`src/rtl/uart_rx_16b.sv`:
```
// -----------------------------------------------------------------------------
// uart_rx_16b
//   Receive end of the 16-bit UART link. The far end sends each word as
//   WORDBYTES back-to-back frames. The first frame carries the low byte, and
//   each frame is sent LSB first. This block oversamples the line, rebuilds
//   the bytes and presents the complete word with a one-cycle rxDone strobe.
//
// Build option
//   UART_RX_PARITY_EN  When defined, each frame carries an even parity bit
//                      between the data and the stop bit, and a mismatch
//                      raises parityErr. When undefined, frames are 8N1 and
//                      parityErr is tied to 0.
//
// Ports
//   clk        in   system clock, rising edge
//   rst        in   asynchronous reset, active-high
//   rx         in   serial line, idle high, asynchronous to clk
//   rxData     out  last complete word (byte0 in the low bits)
//   rxDone     out  one-cycle pulse, rxData just updated
//   rxBusy     out  high whenever the receiver is not in IDLE
//   frameErr   out  one-cycle pulse, stop bit sampled low, word discarded
//   parityErr  out  one-cycle pulse, parity mismatch, word discarded
// -----------------------------------------------------------------------------
module uart_rx_16b #(
  parameter int CLKS_PER_BIT = 5208,
  parameter int FRAMEWIDTH   = 8,
  parameter int WORDBYTES    = 2
) (
  input  logic                             clk,
  input  logic                             rst,
  input  logic                             rx,
  output logic [FRAMEWIDTH*WORDBYTES-1:0]  rxData,
  output logic                             rxDone,
  output logic                             rxBusy,
  output logic                             frameErr,
  output logic                             parityErr
);

  localparam int WORD_W = FRAMEWIDTH * WORDBYTES;
  localparam int CNT_W  = $clog2(CLKS_PER_BIT);
  localparam int BIT_W  = (FRAMEWIDTH > 1) ? $clog2(FRAMEWIDTH) : 1;
  localparam int BYTE_W = (WORDBYTES > 1) ? $clog2(WORDBYTES) : 1;

  // The start bit is checked at its centre. Each later bit is then exactly
  // one bit period away, so it is also sampled at its centre.
  localparam logic [CNT_W-1:0]  BAUD_MID  = CNT_W'(CLKS_PER_BIT / 2 - 1);
  localparam logic [CNT_W-1:0]  BAUD_LAST = CNT_W'(CLKS_PER_BIT - 1);
  localparam logic [BIT_W-1:0]  BIT_LAST  = BIT_W'(FRAMEWIDTH - 1);
  localparam logic [BYTE_W-1:0] BYTE_LAST = BYTE_W'(WORDBYTES - 1);

  typedef enum logic [2:0] {
    IDLE  = 3'd0,
    START = 3'd1,
    DATA  = 3'd2,
    STOP  = 3'd3,
    WAIT  = 3'd4,
    DONE  = 3'd5
`ifdef UART_RX_PARITY_EN
    , PARITY = 3'd6
`endif
  } state_t;

  state_t                  state_q,      state_d;
  logic                    rx_meta_q;
  logic                    rx_s_q;
  logic                    rx_prev_q,    rx_prev_d;
  logic [1:0]              flush_q,      flush_d;
  logic [CNT_W-1:0]        baud_q,       baud_d;
  logic [BIT_W-1:0]        bit_q,        bit_d;
  logic [BYTE_W-1:0]       byte_q,       byte_d;
  logic [FRAMEWIDTH-1:0]   shift_q,      shift_d;
  logic [WORD_W-1:0]       word_q,       word_d;
  logic [WORD_W-1:0]       rx_data_q,    rx_data_d;
  logic                    rx_done_q,    rx_done_d;
  logic                    rx_busy_q,    rx_busy_d;
  logic                    frame_err_q,  frame_err_d;
`ifdef UART_RX_PARITY_EN
  logic                    parity_err_q, parity_err_d;
`endif
  logic                    fall;

  // The synchroniser flops reset to 1, which makes the line look idle. If the
  // line is really low when reset is released, the first real sample would
  // look like a falling edge. To prevent this, the edge history ignores the
  // synchroniser until its reset value has been flushed out.
  assign fall = rx_prev_q & ~rx_s_q;

  // NOTE: every *_d gets a default before the case statement, so no path
  // leaves it unassigned and no latch is inferred.
  always_comb begin
    state_d      = state_q;
    flush_d      = {flush_q[0], 1'b1};
    rx_prev_d    = flush_q[1] & rx_s_q;
    baud_d       = baud_q;
    bit_d        = bit_q;
    byte_d       = byte_q;
    shift_d      = shift_q;
    word_d       = word_q;
    rx_data_d    = rx_data_q;
    rx_done_d    = 1'b0;
    frame_err_d  = 1'b0;
`ifdef UART_RX_PARITY_EN
    parity_err_d = 1'b0;
`endif

    case (state_q)
      IDLE: begin
        if (fall) begin
          state_d = START;
          baud_d  = '0;
          byte_d  = '0;
        end
      end

      WAIT: begin
        if (fall) begin
          state_d = START;
          baud_d  = '0;
        end
      end

      START: begin
        if (baud_q == BAUD_MID) begin
          if (rx_s_q) begin
            // The line went high again before mid-bit, so this was a glitch.
            // Any bytes already collected for this word are kept.
            state_d = (byte_q == '0) ? IDLE : WAIT;
          end else begin
            state_d = DATA;
            baud_d  = '0;
            bit_d   = '0;
          end
        end else begin
          baud_d = baud_q + CNT_W'(1);
        end
      end

      DATA: begin
        if (baud_q == BAUD_LAST) begin
          baud_d  = '0;
          shift_d = {rx_s_q, shift_q[FRAMEWIDTH-1:1]};
          if (bit_q == BIT_LAST) begin
`ifdef UART_RX_PARITY_EN
            state_d = PARITY;
`else
            state_d = STOP;
`endif
          end else begin
            bit_d = bit_q + BIT_W'(1);
          end
        end else begin
          baud_d = baud_q + CNT_W'(1);
        end
      end

`ifdef UART_RX_PARITY_EN
      PARITY: begin
        if (baud_q == BAUD_LAST) begin
          baud_d = '0;
          if (rx_s_q != ^shift_q) begin
            parity_err_d = 1'b1;
            state_d      = IDLE;
          end else begin
            state_d = STOP;
          end
        end else begin
          baud_d = baud_q + CNT_W'(1);
        end
      end
`endif

      STOP: begin
        if (baud_q == BAUD_LAST) begin
          baud_d = '0;
          if (!rx_s_q) begin
            frame_err_d = 1'b1;
            state_d     = IDLE;
          end else begin
            for (int i = 0; i < WORDBYTES; i++) begin
              if (byte_q == BYTE_W'(i)) word_d[i*FRAMEWIDTH +: FRAMEWIDTH] = shift_q;
            end
            if (byte_q == BYTE_LAST) begin
              state_d   = DONE;
              rx_data_d = word_d;
              rx_done_d = 1'b1;
            end else begin
              byte_d  = byte_q + BYTE_W'(1);
              state_d = WAIT;
            end
          end
        end else begin
          baud_d = baud_q + CNT_W'(1);
        end
      end

      DONE:    state_d = IDLE;
      default: state_d = IDLE;
    endcase

    rx_busy_d = (state_d != IDLE);
  end

  // NOTE: sequential state is updated only with non-blocking assignments, so
  // every flop samples values from before the clock edge.
  always_ff @(posedge clk or posedge rst) begin
    if (rst) begin
      state_q      <= IDLE;
      rx_meta_q    <= 1'b1;
      rx_s_q       <= 1'b1;
      rx_prev_q    <= 1'b0;
      flush_q      <= '0;
      baud_q       <= '0;
      bit_q        <= '0;
      byte_q       <= '0;
      shift_q      <= '0;
      word_q       <= '0;
      rx_data_q    <= '0;
      rx_done_q    <= 1'b0;
      rx_busy_q    <= 1'b0;
      frame_err_q  <= 1'b0;
`ifdef UART_RX_PARITY_EN
      parity_err_q <= 1'b0;
`endif
    end else begin
      state_q      <= state_d;
      rx_meta_q    <= rx;
      rx_s_q       <= rx_meta_q;
      rx_prev_q    <= rx_prev_d;
      flush_q      <= flush_d;
      baud_q       <= baud_d;
      bit_q        <= bit_d;
      byte_q       <= byte_d;
      shift_q      <= shift_d;
      word_q       <= word_d;
      rx_data_q    <= rx_data_d;
      rx_done_q    <= rx_done_d;
      rx_busy_q    <= rx_busy_d;
      frame_err_q  <= frame_err_d;
`ifdef UART_RX_PARITY_EN
      parity_err_q <= parity_err_d;
`endif
    end
  end

  assign rxData   = rx_data_q;
  assign rxDone   = rx_done_q;
  assign rxBusy   = rx_busy_q;
  assign frameErr = frame_err_q;
`ifdef UART_RX_PARITY_EN
  assign parityErr = parity_err_q;
`else
  assign parityErr = 1'b0;
`endif

endmodule
```
`config.mk`:
```
export PLATFORM = sky130hd
export DESIGN_NAME = uart_rx_16b
export DESIGN_NICKNAME = d
export VERILOG_FILES = /design/src/rtl/uart_rx_16b.sv
export SDC_FILE = /design/constraint.sdc
export NUM_CORES = 1
export LEC_CHECK = 0
export ABC_AREA = 1
export BUFFER_PORTS_ARGS = -buffer_cell sky130_fd_sc_hd__buf_2
export CAP_MARGIN = 20
export CORE_ASPECT_RATIO = 1.2
export CORE_UTILIZATION = 41
export DETAILED_ROUTE_END_ITERATION = 7
export PLACE_DENSITY = 0.59
export SLEW_MARGIN = 20
export SYNTH_ARGS = -nofsm -noshare
export SYNTH_HDL_FRONTEND = slang
export SYNTH_SLANG_ARGS = --single-unit
```
`constraint.sdc`:
```
create_clock -name clk -period 1.7 [get_ports clk]
set_input_delay 0.17 -clock clk [delete_from_list [all_inputs] [get_ports clk]]
set_output_delay 0.17 -clock clk [all_outputs]
set_load 0.05 [all_outputs]
```
==> impl.org, run 1 <==
** Yosys
- Synthesized area divided by synthesized cell count :: roughly 8.3 sq um
- Warnings, synthesis :: 0
- FF+latch count, synth :: 60
- Number of standard cells after synthesis :: approximately 380
- Post-Synthesis Net Count :: between 300 and 400
- Number of library cell types mapped by synthesis :: 33
- After synthesis, flip-flops and latches occupy roughly half of the total area.
- Post-synthesis instance area :: 3110 sq um

** Clocking
- H-Tree Depth :: 3
- TritonCTS built the clock tree.
- Worst skew pair latency :: about 0.35 ns
- Clock-pin slew was measured on the worst setup and hold paths at approximately 0.070 ns.
- Clk sink count :: 60
- Maximum count of clock buffers along a single path :: 2
- CTS buffer count :: 9
- The tree is rooted in a clkbuf_8.

** Critical path
- Counting both buffers and inverters, the worst setup path holds a total of 1.
- Reg-to-Reg Start :: baud_q[1]$_DFFE_PP0P_
- The worst setup path is captured at a register.
- The critical path goes through ha_4 -> nand2_4 -> nor2_1 -> nand4_1 -> nor2_1 -> nand2_2 -> nor2_4 -> buf_4 -> nand2_1 -> nand2_1.
- Data arrives at the worst endpoint at just under 2 ns.
- Category of the critical setup timing path :: register to register
- Required time reported for the critical path endpoint :: around 2 ns
- Setup slack, reg-to-reg :: 0.06 ns
- Cell with the largest stage delay on the worst path :: dfrtp_1
- Cell family with most CP delay :: simple AND/OR/NAND/NOR gates
- Number of cells on the worst reg-to-reg path :: 10
- Critical path startpoint category :: register
- The critical path starts at baud_q[1]$_DFFE_PP0P_.
- Terminus of the critical flop-to-flop path :: rxData[15]$_DFFE_PP0P_
- On the worst path, the slowest cell contributes a delay of about 0.4 ns.
- Of all nets on the critical path, the largest fanout is 7.

** Placed design
- Buffers on Ports :: 21
- Cell total after placement :: a little over 500
- Post-DP HPWL :: roughly 5200 um
- Before CTS, the worst setup slack after placement is -0.0205 ns.
- The congestion estimate from routability-driven global placement came to about 0.9.

** Route
- Number of DRC violations after detailed routing :: 0
- The detail route stage leaves a number of antenna-violating nets equal to 0.
- In the final routed layout, each cell accounts on average for about 14 um.
- In the routed layout, each cell is associated on average with a via count of 5.04.
- After detailed routing, the total wire length is around 7200 um.
- The first detailed-routing pass took 4 iterations.
- Number of violations reported at the end of detailed-routing iteration 0 :: about 130
- Detailed routing inserted a total of between 2000 and 3000 vias.

** Floorplan
- Total I/O pin count :: 23
- Starting utilization of the core area :: 42.7%
- After floorplanning, the core was sized to cover between 7000 and 8000 sq um.
- In this run the vertical extent of the chip is 97.4 um.
- In this run the horizontal extent of the chip is slightly above 80 um.
- Number of placement rows :: 34
- Total Die Area :: just under 8000 sq um

** STA
- For the pin with the worst max-slew slack, the measured transition is approximately 0.56 ns.
- After layout, the minimum clock period comes to 1.64 ns.
- Final-report max-slew violation count :: 0
- Max Freq :: roughly 610 MHz
- Final worst-path cycle share :: between 90 and 100%
- Post-layout worst setup margin :: 0.0643 ns
- Setup repair after global routing could not meet its margin everywhere.
- Endpoints failing hold :: 0
- Worst Hold Slack :: between 0.3 and 0.4 ns
- Setup violations remaining at the end of the flow were counted as 0.
- Worst-case clock skew :: 0.0122 ns
- Summed negative setup slack over all endpoints :: 0 ns
- In this run the tightest slew margin relative to its limit is about 63%.

** GRT
- GRT Util Overall :: roughly a fifth
- Wire length of the first global-routing pass :: around 12000 um
- Number of global-route vias before repair :: around 2600
- Antenna violations before repair :: 0
- Global routing finished with a remaining overflow of 0.
- Entering global routing, the biggest net connects 25 pins.

** Run status
- Status :: finished, final reports clean

** Power
- P_leak :: about 0.0019 uW
- Largest voltage drop on the vdd net :: about 0.73 mV
- Dividing total power by cell area gives a power density of between 1000 and 1500 nW/um^2.

** Finish
- At the end of the flow the core is filled with cells to a little over half.
- In the layout the commonest cells are nand2_1, dfrtp_1, nand3_1.
- Leading cell type in the layout, fill and taps excluded :: nand2_1
- The post-route netlist has between 20% and 30% of its cells at a drive strength greater than 1.
- The repair_antennas step left the layout with diodes totalling 0.
- Fill cells in the final layout number a little under 700.
- Non-Filler Instances :: ~530
- For this run, the post-layout net count is roughly 440.
- From synthesis to final layout, the design area changed by 24.1%.

** Run
- Total of max-cap violations :: 0

** Min path
- The worst hold path passes through 0 cells.
- Type of the tightest min-delay check :: register to register
- The worst hold path begins at flush_q[0]$_DFF_PP0_.
- For hold timing, the worst endpoint is flush_q[1]$_DFF_PP0_.
-- sequential cells by signal, indices dropped and copies added, names as in the netlist --
register,flops
rxData,16
byte_q,1
state_q,3
rxDone,1
rxBusy,1
frameErr,1
rx_prev_q,1
shift_q,8
rx_meta_q,1
word_q,8
flush_q,2
rx_s_q,1
bit_q,3
baud_q,13
-- cell usage after synthesis (all sizes together) --
master | n | area (sq um)
nand2 | 124 | 485
dfrtp | 58 | 1450
nand3 | 42 | 238
inv | 34 | 128
nor2 | 30 | 130
o21ai | 26 | 194
nand4 | 13 | 81.3
buf | 9 | 66.3
nor3 | 8 | 51.3
mux2i | 6 | 60.1
clkbuf | 4 | 15.0
ha | 3 | 37.5
nand3b | 3 | 26.3
o211ai | 3 | 22.5
xor2 | 3 | 26.3
a21oi | 2 | 10.0
conb | 2 | 7.51
dfstp | 2 | 52.6
a32oi | 1 | 8.76
and2 | 1 | 6.26
o221ai | 1 | 8.76
-- logic make-up after synthesis --
family,Yosys count,share of synthesized area (%)
adder cells (fa/ha/maj),3,1.21
AO/OA/AOI/OAI,33,7.85
other,2,0.242
XOR/XNOR,3,0.846
AND/OR/NAND/NOR,221,32.8
flip-flops,60,48.4
multiplexers,6,1.93
buffers and inverters,47,6.73
-- how the worst max path moves through the flow --
stage,endpoint,slack (ns),cells after the start
3_5_place_dp,rxBusy$_DFF_PP0_,-0.02,10
3_3_place_gp,rxBusy$_DFF_PP0_,0.02,10
4_1_cts,rxData[13]$_DFFE_PP0P_,0.007,9
5_1_grt,rxData[9]$_DFFE_PP0P_,-0.05,10
6_report,rxData[15]$_DFFE_PP0P_,0.06,10
2_1_floorplan,rxData[3]$_DFFE_PP0P_,0.03,7
-- layer usage --
| layer | track usage [%] | part of all wire, % |
|---|---|---|
| met5 | 0 | 0 |
| met1 | 24.3 | 42 |
| met2 | 34.5 | 52 |
| met4 | 9.48 | 2.4 |
| met3 | 4.60 | 3.8 |
-- report_power, final --
group / total (uW) / switching (uW) / internal [uW]
logic: 865 / 528 / 337
clock network: 1460 / 626 / 832
registers: 1610 / 95.6 / 1520
-- timing repair --
item | in CTS | in global routing
buffers inserted | 0 | 7
pin swaps | 0 | 6
endpoints found under the hold margin | 21 | 0
endpoints found under the setup margin | 1 | 38
hold buffers | 2 | 0
cloned | 0 | 0
resized for setup | 1 | 16
-- metrics by stage --
stage,total power (uW),instance area (sq um)
3_3_place_gp,2400,3510
4_1_cts,3870,3750
6_report,3940,3860
2_1_floorplan,2140,3110
3_5_place_dp,2410,3510
5_1_grt,4150,3860
-- layout make-up --
type	count	area (sq um)	area share (%)
multi-input cells	268	1440	37.4
repair buffers	60	448	11.6
inverters	34	128	3.31
clock inverters	7	98.8	2.56
well taps	90	113	2.92
clock buffers	9	124	3.21
flip-flops and latches	60	1500	39.0
(Power assumes the default switching activity.)
==> inputs of run 2 (changes only) <==
- CORE_ASPECT_RATIO: 1.2 -> 1.4
- PLACE_DENSITY: 0.59 -> 0.71
==> impl.org, run 2 (same netlist as run 1, synthesis figures left out) <==
** Finish
- In the final design database the tool counted around 430 nets.
- After routing the design area is about 4000 sq um.
- Commonest cells after routing, fill and taps aside :: nand2_1, dfrtp_1, nand3_1
- Number of flip-flops in the largest register :: 16
- Count of antenna diodes in the layout :: 0
- Of the cells placed in the final design, the portion with a size suffix greater than 1 is ~30%.
- The library cell used most frequently in the layout, excluding fill and tap cells, is nand2_1.
- The area growth from synthesis to layout is 25.4%.
- Number of fill cells :: approximately 670

** Route
- Remaining antenna violation count :: 0
- Number of DRC violations after detailed routing :: 0
- After detailed routing, the number of vias per cell comes to 5.10.
- First-pass detailed-route iteration total :: 4
- Via count :: approximately 2700
- Final WL :: roughly 7300 um
- In the final routed layout, each cell accounts on average for about 14 um.
- Number of violations reported at the end of detailed-routing iteration 0 :: roughly 160

** STA
- Worst-case clock skew :: ~0.0058 ns
- Setup repair after global routing could not meet its margin everywhere.
- Post-layout worst setup margin :: roughly 0.062 ns
- Endpoints failing hold :: 0
- Summed negative setup slack over all endpoints :: 0 ns
- Subtracting the final worst setup slack from the clock period gives roughly 1.6 ns.
- Setup violations remaining at the end of the flow were counted as 0.
- The final critical path takes up a little over nine tenths of the cycle.
- Final-report max-slew violation count :: 0
- Timing would allow up to 611 MHz.

** Power
- Power, Total :: 3880 uW
- In this run the static leakage power is ~0.0019 uW.
- Across the VDD grid, the largest voltage drop is 0.932 mV.
- PwrDens :: about 1000 nW/um^2

** GRT
- Global routing consumed, on the met3 layer, 4.44% of the routing resources.
- For this run, the total global-route usage over all layers was measured as 20.0%.
- The number of antenna violations at the first check in global routing was 0.
- Busiest metal layer after global routing :: met2
- Met2 Use GR :: between 30% and 40%
- Met1 usage in global routing :: ~22%
- Number of global-route vias before repair :: 2660
- The first global-routing pass estimated approximately 12000 um of wire.
- Entering global routing, the biggest net connects 61 pins.
- After global routing the overflow that remains totals 0.

** Floorplan
- In this run the vertical extent of the chip is roughly 100 um.
- The die covers between 7000 and 8000 sq um.
- Starting utilization of the core area :: 42.2%
- From left edge to right edge, the die measures 75.6 um.
- The initialized floorplan defines 37 standard-cell rows.
- The floorplan step defined a core boundary enclosing 7360 sq um.
- Pin placement for this block handled 23 I/O pins.

** Placed design
- In this run the cell area measured after placement is ~3500 sq um.
- Post-DP HPWL :: slightly above 5000 um
- Routability congestion estimate :: 0.881
- Dpl ws :: -0.0277 ns
- Buffers on Ports :: 21

** Critical path
- CP Data Arrival Time :: about 1.9 ns
- Category of the worst setup path capture point :: register
- Category of the critical setup timing path :: register to register
- Required time reported for the critical path endpoint :: 1.98 ns
- Setup slack, reg-to-reg :: between 0.06 and 0.07 ns
- The worst setup path is launched from a register.
- In this run the worst path has a maximum fanout of 4.

** Min path
- Type of the tightest min-delay check :: register to register

** Clocking
- At the later pin of the worst-skew pair, clock insertion delay measures 0.34 ns.
- The clock passes through at most 2 buffers.
- Clock tree from TritonCTS :: yes
- After clock tree synthesis, the clock-pin slew on the worst setup and hold paths is 0.07 ns.
- Counting the buffers created by CTS gives 9.
- In this run the number of H-tree levels came out at 3.
- The cell sitting at the root of the clock tree is a clkbuf_8.
- The tree built by TritonCTS fans out to 60 sinks.

** Run
- Max-cap violations in this run came to 0.

** Run status
- The flow ran to the end, and the final reports show no timing, DRC or antenna violations.
run 2: cell count changes in the layout (fill, tap and decap cells not counted), moves of 3 or more:
cell     change
nand2_1      -5
nand2_4      +3
nor2_4       +3
buf_4        -7
run 2: cell type report:
class                   instances  area, sq um  share of cell area, %
clock inverters                 4         47.5                   1.22
clock buffers                  12          155                   3.98
well taps                      97          121                   3.11
repair buffers                 53          413                   10.6
multi-input cells             269         1530                   39.2
flip-flops and latches         60         1500                   38.6
inverters                      34          128                   3.28
run 2: report_power, final:
| part | switching, uW | internal [uW] |
|---|---|---|
| Sequential | 111 | 1520 |
| Clock | 550 | 752 |
| Combinational | 570 | 379 |
run 2: worst paths after layout:
kind | cells past startpoint | from | end
min in group asynchronous | 4 | rst | rxData[4]$_DFFE_PP0P_
worst max-delay path | 9 | baud_q[1]$_DFFE_PP0P_ | rxData[9]$_DFFE_PP0P_
worst max register to register | 9 | baud_q[1]$_DFFE_PP0P_ | rxData[9]$_DFFE_PP0P_
worst min-delay path | 0 | rx_meta_q$_DFF_PP1_ | rx_s_q$_DFF_PP1_
worst min register to register | 0 | rx_meta_q$_DFF_PP1_ | rx_s_q$_DFF_PP1_
max in group asynchronous | 4 | rst | rx_s_q$_DFF_PP1_
run 2: metal layers:
layer	up-vias	wire, um
met1	1287	2860
met5	-	0
li1	1323	-
met4	0	266
met2	64	3940
met3	25	231
run 2: what timing repair did:
action,CTS,global route
hold endpoints to repair,59,0
pin swaps,0,20
gates resized for setup,1,30
cloned,0,1
setup buffers,0,6
setup endpoints to repair,9,24
hold buffers,2,0
run 2: per-stage QoR:
step           hold WS (ns)  utilization [%]  instances
3_3_place_gp          0.254             47.5        504
3_5_place_dp          0.260             47.5        504
2_1_floorplan         0.174                -        375
4_1_cts               0.357             50.7        522
6_report              0.356             52.9        529
5_1_grt               0.358             52.9        529
run 2: critical path: stages (launching register included):
cell and delay, ns:
dfrtp_1 0.42, ha_4 0.19, nand2_4 0.07, nor2_4 0.11
nand4_1 0.17, nor2_1 0.18, nand2_2 0.11, nor2_2 0.20
nand2_1 0.07, nand2_1 0.06
